==> src/rtl/common_types.sv <==
// Shared address/data widths and the PC operation encoding used by the CPU front end.
package common_types;

    typedef logic [15:0] addr_t;
    typedef logic [7:0]  data_t;

    // Codes 3'd6 and 3'd7 are left unencoded and behave as PC_HOLD.
    typedef enum logic [2:0] {
        PC_HOLD = 3'd0,
        PC_INC  = 3'd1,
        PC_LDL  = 3'd2,
        PC_LDH  = 3'd3,
        PC_REL  = 3'd4,
        PC_JMP  = 3'd5
    } pc_op_t;

endpackage

==> src/rtl/pc_unit.sv <==
// Program counter: fetches the reset vector, then applies one pc_op per cycle.
// Latency: every op lands at the next edge; pc_out is always a flop, never a bypass.
// No backpressure: ops are accepted every cycle once ready is high, ignored before that.
module pc_unit
    import common_types::*;
#(
    parameter addr_t RESET_VECTOR = 16'hFFFC
) (
    input  logic   clk,
    input  logic   reset_n,
    input  pc_op_t pc_op,
    input  data_t  data_in,
    input  addr_t  jmp_addr,
    output addr_t  pc_out,
    output logic   ready,
    output logic   page_cross
);

    localparam logic [1:0] VEC_LO   = 2'd0;
    localparam logic [1:0] VEC_HI   = 2'd1;
    localparam logic [1:0] VEC_LOAD = 2'd2;
    localparam logic [1:0] RUN      = 2'd3;

    logic [1:0] state_q, state_d;
    addr_t      pc_q, pc_d;
    data_t      vec_lo_q, vec_lo_d;
    logic       page_cross_q, page_cross_d;
    addr_t      rel_sum;

    assign rel_sum = pc_q + {{8{data_in[7]}}, data_in};

    always_comb begin
        state_d      = state_q;
        pc_d         = pc_q;
        vec_lo_d     = vec_lo_q;
        page_cross_d = 1'b0;
        case (state_q)
            VEC_LO: begin
                pc_d    = RESET_VECTOR + 16'd1;
                state_d = VEC_HI;
            end
            // data_in now carries the byte addressed during VEC_LO.
            VEC_HI: begin
                vec_lo_d = data_in;
                state_d  = VEC_LOAD;
            end
            VEC_LOAD: begin
                pc_d    = {data_in, vec_lo_q};
                state_d = RUN;
            end
            RUN: begin
                case (pc_op)
                    PC_INC: pc_d = pc_q + 16'd1;
                    PC_LDL: pc_d = {pc_q[15:8], data_in};
                    PC_LDH: pc_d = {data_in, pc_q[7:0]};
                    PC_JMP: pc_d = jmp_addr;
                    PC_REL: begin
                        pc_d         = rel_sum;
                        page_cross_d = (rel_sum[15:8] != pc_q[15:8]);
                    end
                    default: pc_d = pc_q;
                endcase
            end
            default: begin
                state_d = VEC_LO;
                pc_d    = RESET_VECTOR;
            end
        endcase
    end

    always_ff @(posedge clk) begin
        if (!reset_n) begin
            state_q      <= VEC_LO;
            pc_q         <= RESET_VECTOR;
            vec_lo_q     <= '0;
            page_cross_q <= 1'b0;
        end else begin
            state_q      <= state_d;
            pc_q         <= pc_d;
            vec_lo_q     <= vec_lo_d;
            page_cross_q <= page_cross_d;
        end
    end

    assign pc_out     = pc_q;
    assign ready      = (state_q == RUN);
    assign page_cross = page_cross_q;

endmodule

==> config.mk <==
export PLATFORM = sky130hd
export DESIGN_NAME = pc_unit
export DESIGN_NICKNAME = d
export VERILOG_FILES = /design/src/rtl/common_types.sv /design/src/rtl/pc_unit.sv
export SDC_FILE = /design/constraint.sdc
export NUM_CORES = 1
export LEC_CHECK = 0
export CORE_MARGIN = 4
export CORE_UTILIZATION = 60
export DETAILED_ROUTE_END_ITERATION = 10
export GPL_TIMING_DRIVEN = 1
export HOLD_SLACK_MARGIN = 0.15
export MAX_ROUTING_LAYER = met4
export PLACE_DENSITY = 0.87
export SLEW_MARGIN = 20
export SYNTH_ARGS = -nofsm -noshare
export SYNTH_HDL_FRONTEND = slang
export SYNTH_SLANG_ARGS = --single-unit
export TNS_END_PERCENT = 10
==> constraint.sdc <==
create_clock -name clk -period 6.53 [get_ports clk]
set_input_delay 0.653 -clock clk [delete_from_list [all_inputs] [get_ports clk]]
set_output_delay 0.653 -clock clk [all_outputs]
set_load 0.1 [all_outputs]
==> impl_metrics.yaml, run 1 <==
critical_path:
  path_max_fanout: 24
  slowest_stage: "clkdlybuf4s50_1"
  worstSetupPathType: "register to primary output"
  critical-path-max-stage-delay_ns: 1.28
  worstPathArrival_ns: 2.79
  critical-path-top-delay-family: "buffers and inverters"
  endpoint_kind: "primary output"
  required_ns: 5.88
  worstPathCellList: "ha_1 > clkdlybuf4s50_1"
  worst_setup_path_start_kind: "register"
  worst-path-buf-inv: 1
final_layout:
  stdcell_count: 515
  multi_input_comb_area_sq_mm: 0.00244
  antenna_cells: 0
  layout_common_cells: "nand2_1, clkdlybuf4s50_1, a21oi_1"
  regArea_sq_um: 541
  final_core_util: 0.718
  fin_nets: 497
  area_growth_pct: 16.1
  final_common_cell: "nand2_1"
  num-fill-cells: 417
  drive_gt1_frac: 0.0449
  fin_area_sq_mm: 0.00364
timing:
  slew_violations: 0
  holdWs_ns: 0.518
  period_needed_ns: 3.45
  rsz0062_at_grt: "false"
  hold_violations: 0
  setup_viol: 0
  fin_ws_ns: 3.08
  fin_crit_sh: 0.528
  tns_ns: 0
  slew_headroom: 0.350
  finClkSkew_ns: 0.00435
  tightest_slew_ns: 0.972
  max_freq_mhz: 290
drt:
  drtAntennaViolNets: 0
  drt-vias-per-instance: 6.49
  wl_mm: 9.53
  drc: 0
  first_pass_iters: 6
  vias: 3341
  wl_per_cell_um: 18.5
  drt_iter0_markers: 495
floorplan:
  core-area_sq_mm: 0.00507
  start_util: 0.619
  chipWidth_um: 80.3
  die_area_sq_mm: 0.00645
  num_rows: 26
  die_y_um: 80.3
  num_io_pins: 47
global_routing:
  antenna_found_initial: 0
  grt_overflow: 0
  grt_pass1_vias: 3121
  grt_max_degree: 33
  grt_pass1_wl_mm: 15.4
  grt_usage: 0.307
clock_network:
  holdBufCountCts: 0
  cts-root-buf: "clkbuf_8"
  cts_tree: "done"
  worstSkewPairLatency_ns: 0.28
  clkTransAtPathRegs_ns: 0.10
  h-tree-depth: 1
  cts_resized: 0
  cts.path.max_buffers: 2
  postCtsSetupBuffers: 0
  clkSinkCount: 27
  cts_buffers: 3
placed_design:
  place_inst: 511
  dp_hpwl_mm: 7.12
  placed_cell_area_sq_mm: 0.00360
  place_congestion: 0.960
  port_buffers: 46
  pre_cts_ws_ns: 2.95
power:
  p_leak_nw: 1.38
  p_per_area_mw_per_mm2: 313
  peakVddDrop_v: 0.000214
  total_power_mw: 1.14
yosys:
  synth.avg_cell_area_sq_um: 7.51
  synth_nets: 469
  yosys_register_bits: 27
  ys_top_cells_by_area: "dfxtp_1, ha_1, nand2_1"
  synth_cells: 418
  synth_cell_types: 68
  synth_edf_count: 0
  yosys.area.top_type: "dfxtp_1"
  ys.warnings.count: 0
  ys.flop_type: "dfxtp_1"
  ys_seq_area_frac: 0.172
  syn_area_sq_mm: 0.00314
  synth_async_sr_flop_share: 0
  synth_top_area_share: 0.172
run_status:
  run_status: "finished clean"
run:
  cap_violations: 0
hold_path:
  min_path_type: "register to register"
flip-flops by register name (all words and copies together) (netlist names):
register,cells
page_cross,1
pc_out,16
state_q,2
vec_lo_q,8
report_power, final:
part           total (mW)  internal [mW]  switching, mW
combinational       0.778          0.279          0.499
clock              0.0988         0.0429         0.0559
sequential          0.263          0.198         0.0642
layout make-up:
type,count,share of cell area
Multi-Input combinational cell,351,0.669
Sequential cell,27,0.148
Timing Repair Buffer,48,0.130
Tap cell,70,0.0240
Inverter,15,0.0155
Clock buffer,3,0.0113
Clock inverter,1,0.00137
metal layers:
layer  up-vias  share of wire  GRT usage
met1      1513           0.44      0.428
met4         0          0.020     0.0777
met5         -              0          -
li1       1591              -          -
met2       208           0.44      0.470
met3        29          0.099     0.0404
cell families after synthesis:
| kind of cell | count (synthesis) | synth area share |
|---|---|---|
| adders and majority gates | 22 | 0.0901 |
| and+or+nand+nor | 150 | 0.236 |
| muxes | 15 | 0.0482 |
| buffers and inverters | 40 | 0.0514 |
| xor gates and xnor gates | 30 | 0.0925 |
| DFF | 27 | 0.172 |
| AOI/OAI and AO/OA | 134 | 0.310 |
synth_stat cells, types with 4 or more instances:
cell / instances
mux2i_1: 14
ha_1: 21
a21o_1: 6
and2_1: 4
o21ai_0: 23
nand4_1: 4
nor3_1: 9
nand2_1: 48
nor2b_1: 15
nor2_1: 26
o211ai_1: 13
inv_1: 13
nand3_1: 14
a221oi_1: 5
xnor2_1: 15
a31oi_1: 6
xor2_1: 13
a41oi_1: 4
buf_2: 8
clkbuf_1: 15
dfxtp_1: 27
a21oi_1: 35
nand2b_1: 12
worst paths after layout:
kind	startpoint	to	slack, ns	depth (start not counted)
worst max-delay path	state_q[0]	ready	3.08	2
worst min-delay path	vec_lo_q[5]	vec_lo_q[5]	0.52	2
worst max register to register	pc_out[0]	page_cross	3.74	9
worst min register to register	vec_lo_q[5]	vec_lo_q[5]	0.52	2
worst register-to-register path: cells and delay by family, from the launching register on:
family	cells	cell delay, ns
AOI/OAI and AO/OA	5	1.35
adders and majority gates	2	0.54
DFF	1	0.48
and+or+nand+nor	2	0.29
Note: power is estimated with default switching activity, not from simulation.
==> run 2, diff against run 1 <==
- CORE_UTILIZATION: 60 -> 50
- PLACE_DENSITY: 0.87 -> 0.78
- clock period: 6.53 -> 3.05 ns (I/O delays scaled with it)
==> run 2 against run 1 <==
Compared with the run above:
- register-to-register slack got worse by 3.5 ns
- non-clock buffer count rose by 35
- flip-flop and latch count did not move
- final cell count rose by 7.8%
- power rose by 120%
- die area rose by 18%
- final area rose by 6.5%
- utilization fell by 7.0 points
- worst setup slack got worse by 2.9 ns
- critical path depth rose by 8
- wire length rose by 4.6%
- first-iteration DRC count fell by 40%
- critical endpoint is now pc_out[14]
- largest cell class unchanged
==> impl_metrics.yaml, run 2 (synthesis gave the netlist of run 1 again) <==
floorplan:
  num_rows: 28
  die_area_sq_mm: 0.00761
  num_io_pins: 47
  die_y_um: 87.2
  chipWidth_um: 87.2
  core-area_sq_mm: 0.00599
  start_util: 0.524
placed_design:
  dp_hpwl_mm: 7.59
  place_congestion: 0.955
  placed_cell_area_sq_mm: 0.00383
  port_buffers: 46
drt:
  drc: 0
  drtAntennaViolNets: 0
  vias: 3462
  wl_per_cell_um: 18.0
  drt-vias-per-instance: 6.24
  first_pass_iters: 5
  wl_mm: 9.97
  drt_iter0_markers: 299
global_routing:
  grt_overflow: 0
  antenna_found_initial: 0
  grt_usage: 0.272
  grt_max_degree: 25
  grt_pass1_vias: 3226
  grt_pass1_wl_mm: 16.1
clock_network:
  cts_resized: 0
  cts_tree: "done"
  clkSinkCount: 27
  holdBufCountCts: 0
  h-tree-depth: 1
  clkTransAtPathRegs_ns: 0.11
  postCtsSetupBuffers: 0
  worstSkewPairLatency_ns: 0.29
  cts_buffers: 3
  cts.path.max_buffers: 2
  cts-root-buf: "clkbuf_8"
final_layout:
  fin_nets: 532
  final_core_util: 0.647
  layout_common_cells: "buf_4, nand2_1, a21oi_1"
  drive_gt1_frac: 0.156
  num-fill-cells: 545
  fin_area_sq_mm: 0.00388
  regArea_sq_um: 543
  largest_reg_flops: 16
  antenna_cells: 0
  final_common_cell: "buf_4"
  multi_input_comb_area_sq_mm: 0.00244
  area_growth_pct: 23.6
timing:
  finClkSkew_ns: 0.0120
  max_freq_mhz: 353
  setup_viol: 0
  period_needed_ns: 2.84
  hold_violations: 0
  fin_crit_sh: 0.930
  slew_violations: 0
  slew_headroom: 0.359
  tightest_slew_ns: 0.959
  rsz0062_at_grt: "false"
critical_path:
  path_max_fanout: 5
  worstPathArrival_ns: 3.06
  rrSetupSlack_ns: 0.28
  worst_setup_path_start_kind: "input pin"
  required_ns: 3.28
  worstSetupPathType: "input pin to register"
  endpoint_kind: "register"
power:
  p_per_area_mw_per_mm2: 657
  p_leak_nw: 1.55
  peakVddDrop_v: 0.000478
run_status:
  run_status: "finished clean"
hold_path:
  min_path_type: "register to register"
run:
  cap_violations: 0
==> run 2: changes by cell type in the layout (fill, tap and decap cells not counted) <==
cell / previous run / this run
buf_4: 2 / 54
clkdlybuf4s50_1: 46 / 29
dfxtp_1: 27 / 25
dfxtp_2: 0 / 2
a2111oi_0: 3 / 2
a2111oi_2: 0 / 1
==> run 2: critical path: stages <==
cell,delay [ns]
clkdlybuf4s50_1,0.42
ha_1,0.26
fa_1,0.43
a21oi_2,0.20
o311a_4,0.25
a2111oi_4,0.09
or4_1,0.55
a41oi_1,0.23
o2111ai_1,0.15
a21oi_1,0.17
==> run 2: area by class of cell <==
type | count | area share
Clock buffer | 3 | 0.0106
Inverter | 15 | 0.0145
Tap cell | 75 | 0.0242
Sequential cell | 27 | 0.140
Clock inverter | 1 | 0.00129
Timing Repair Buffer | 83 | 0.179
Multi-Input combinational cell | 351 | 0.630
==> run 2: final timing paths <==
check                           cells after the start         from          end
worst max-delay path                               10   data_in[0]   pc_out[14]
worst min-delay path                                2  vec_lo_q[5]  vec_lo_q[5]
worst max register to register                      9    pc_out[0]   pc_out[14]
worst min register to register                      2  vec_lo_q[5]  vec_lo_q[5]
==> run 2: through the flow <==
step | power (mW) | TNS [ns] | std cells | worst slack, ns | hold slack (ns)
after floorplan | 1.82 | 0 | 418 | 0.0206 | 0.473
after detailed placement | 2.30 | -0.505 | 551 | -0.212 | 0.498
after global routing | 2.72 | 0 | 555 | 0.133 | 0.553
after CTS | 2.53 | 0 | 555 | 0.118 | 0.525
after global placement | 2.27 | -0.294 | 551 | -0.143 | 0.492
final | 2.55 | 0 | 555 | 0.213 | 0.519
==> run 2: metal layers <==
metal  global-route usage  vias up  wire (um)
met2                0.439      163       4640
met3               0.0397       16        736
met4               0.0377        0         95
li1                     -     1663          -
met5                    -        -          0
met1                0.371     1620       4490
==> run 2: where the power goes <==
part,internal [mW],total (mW),switching [mW],leakage (nW)
registers,0.427,0.521,0.0940,0.222
clock network,0.0920,0.220,0.128,0.0255
logic,0.669,1.81,1.14,1.30
total,1.19,2.55,1.36,1.55
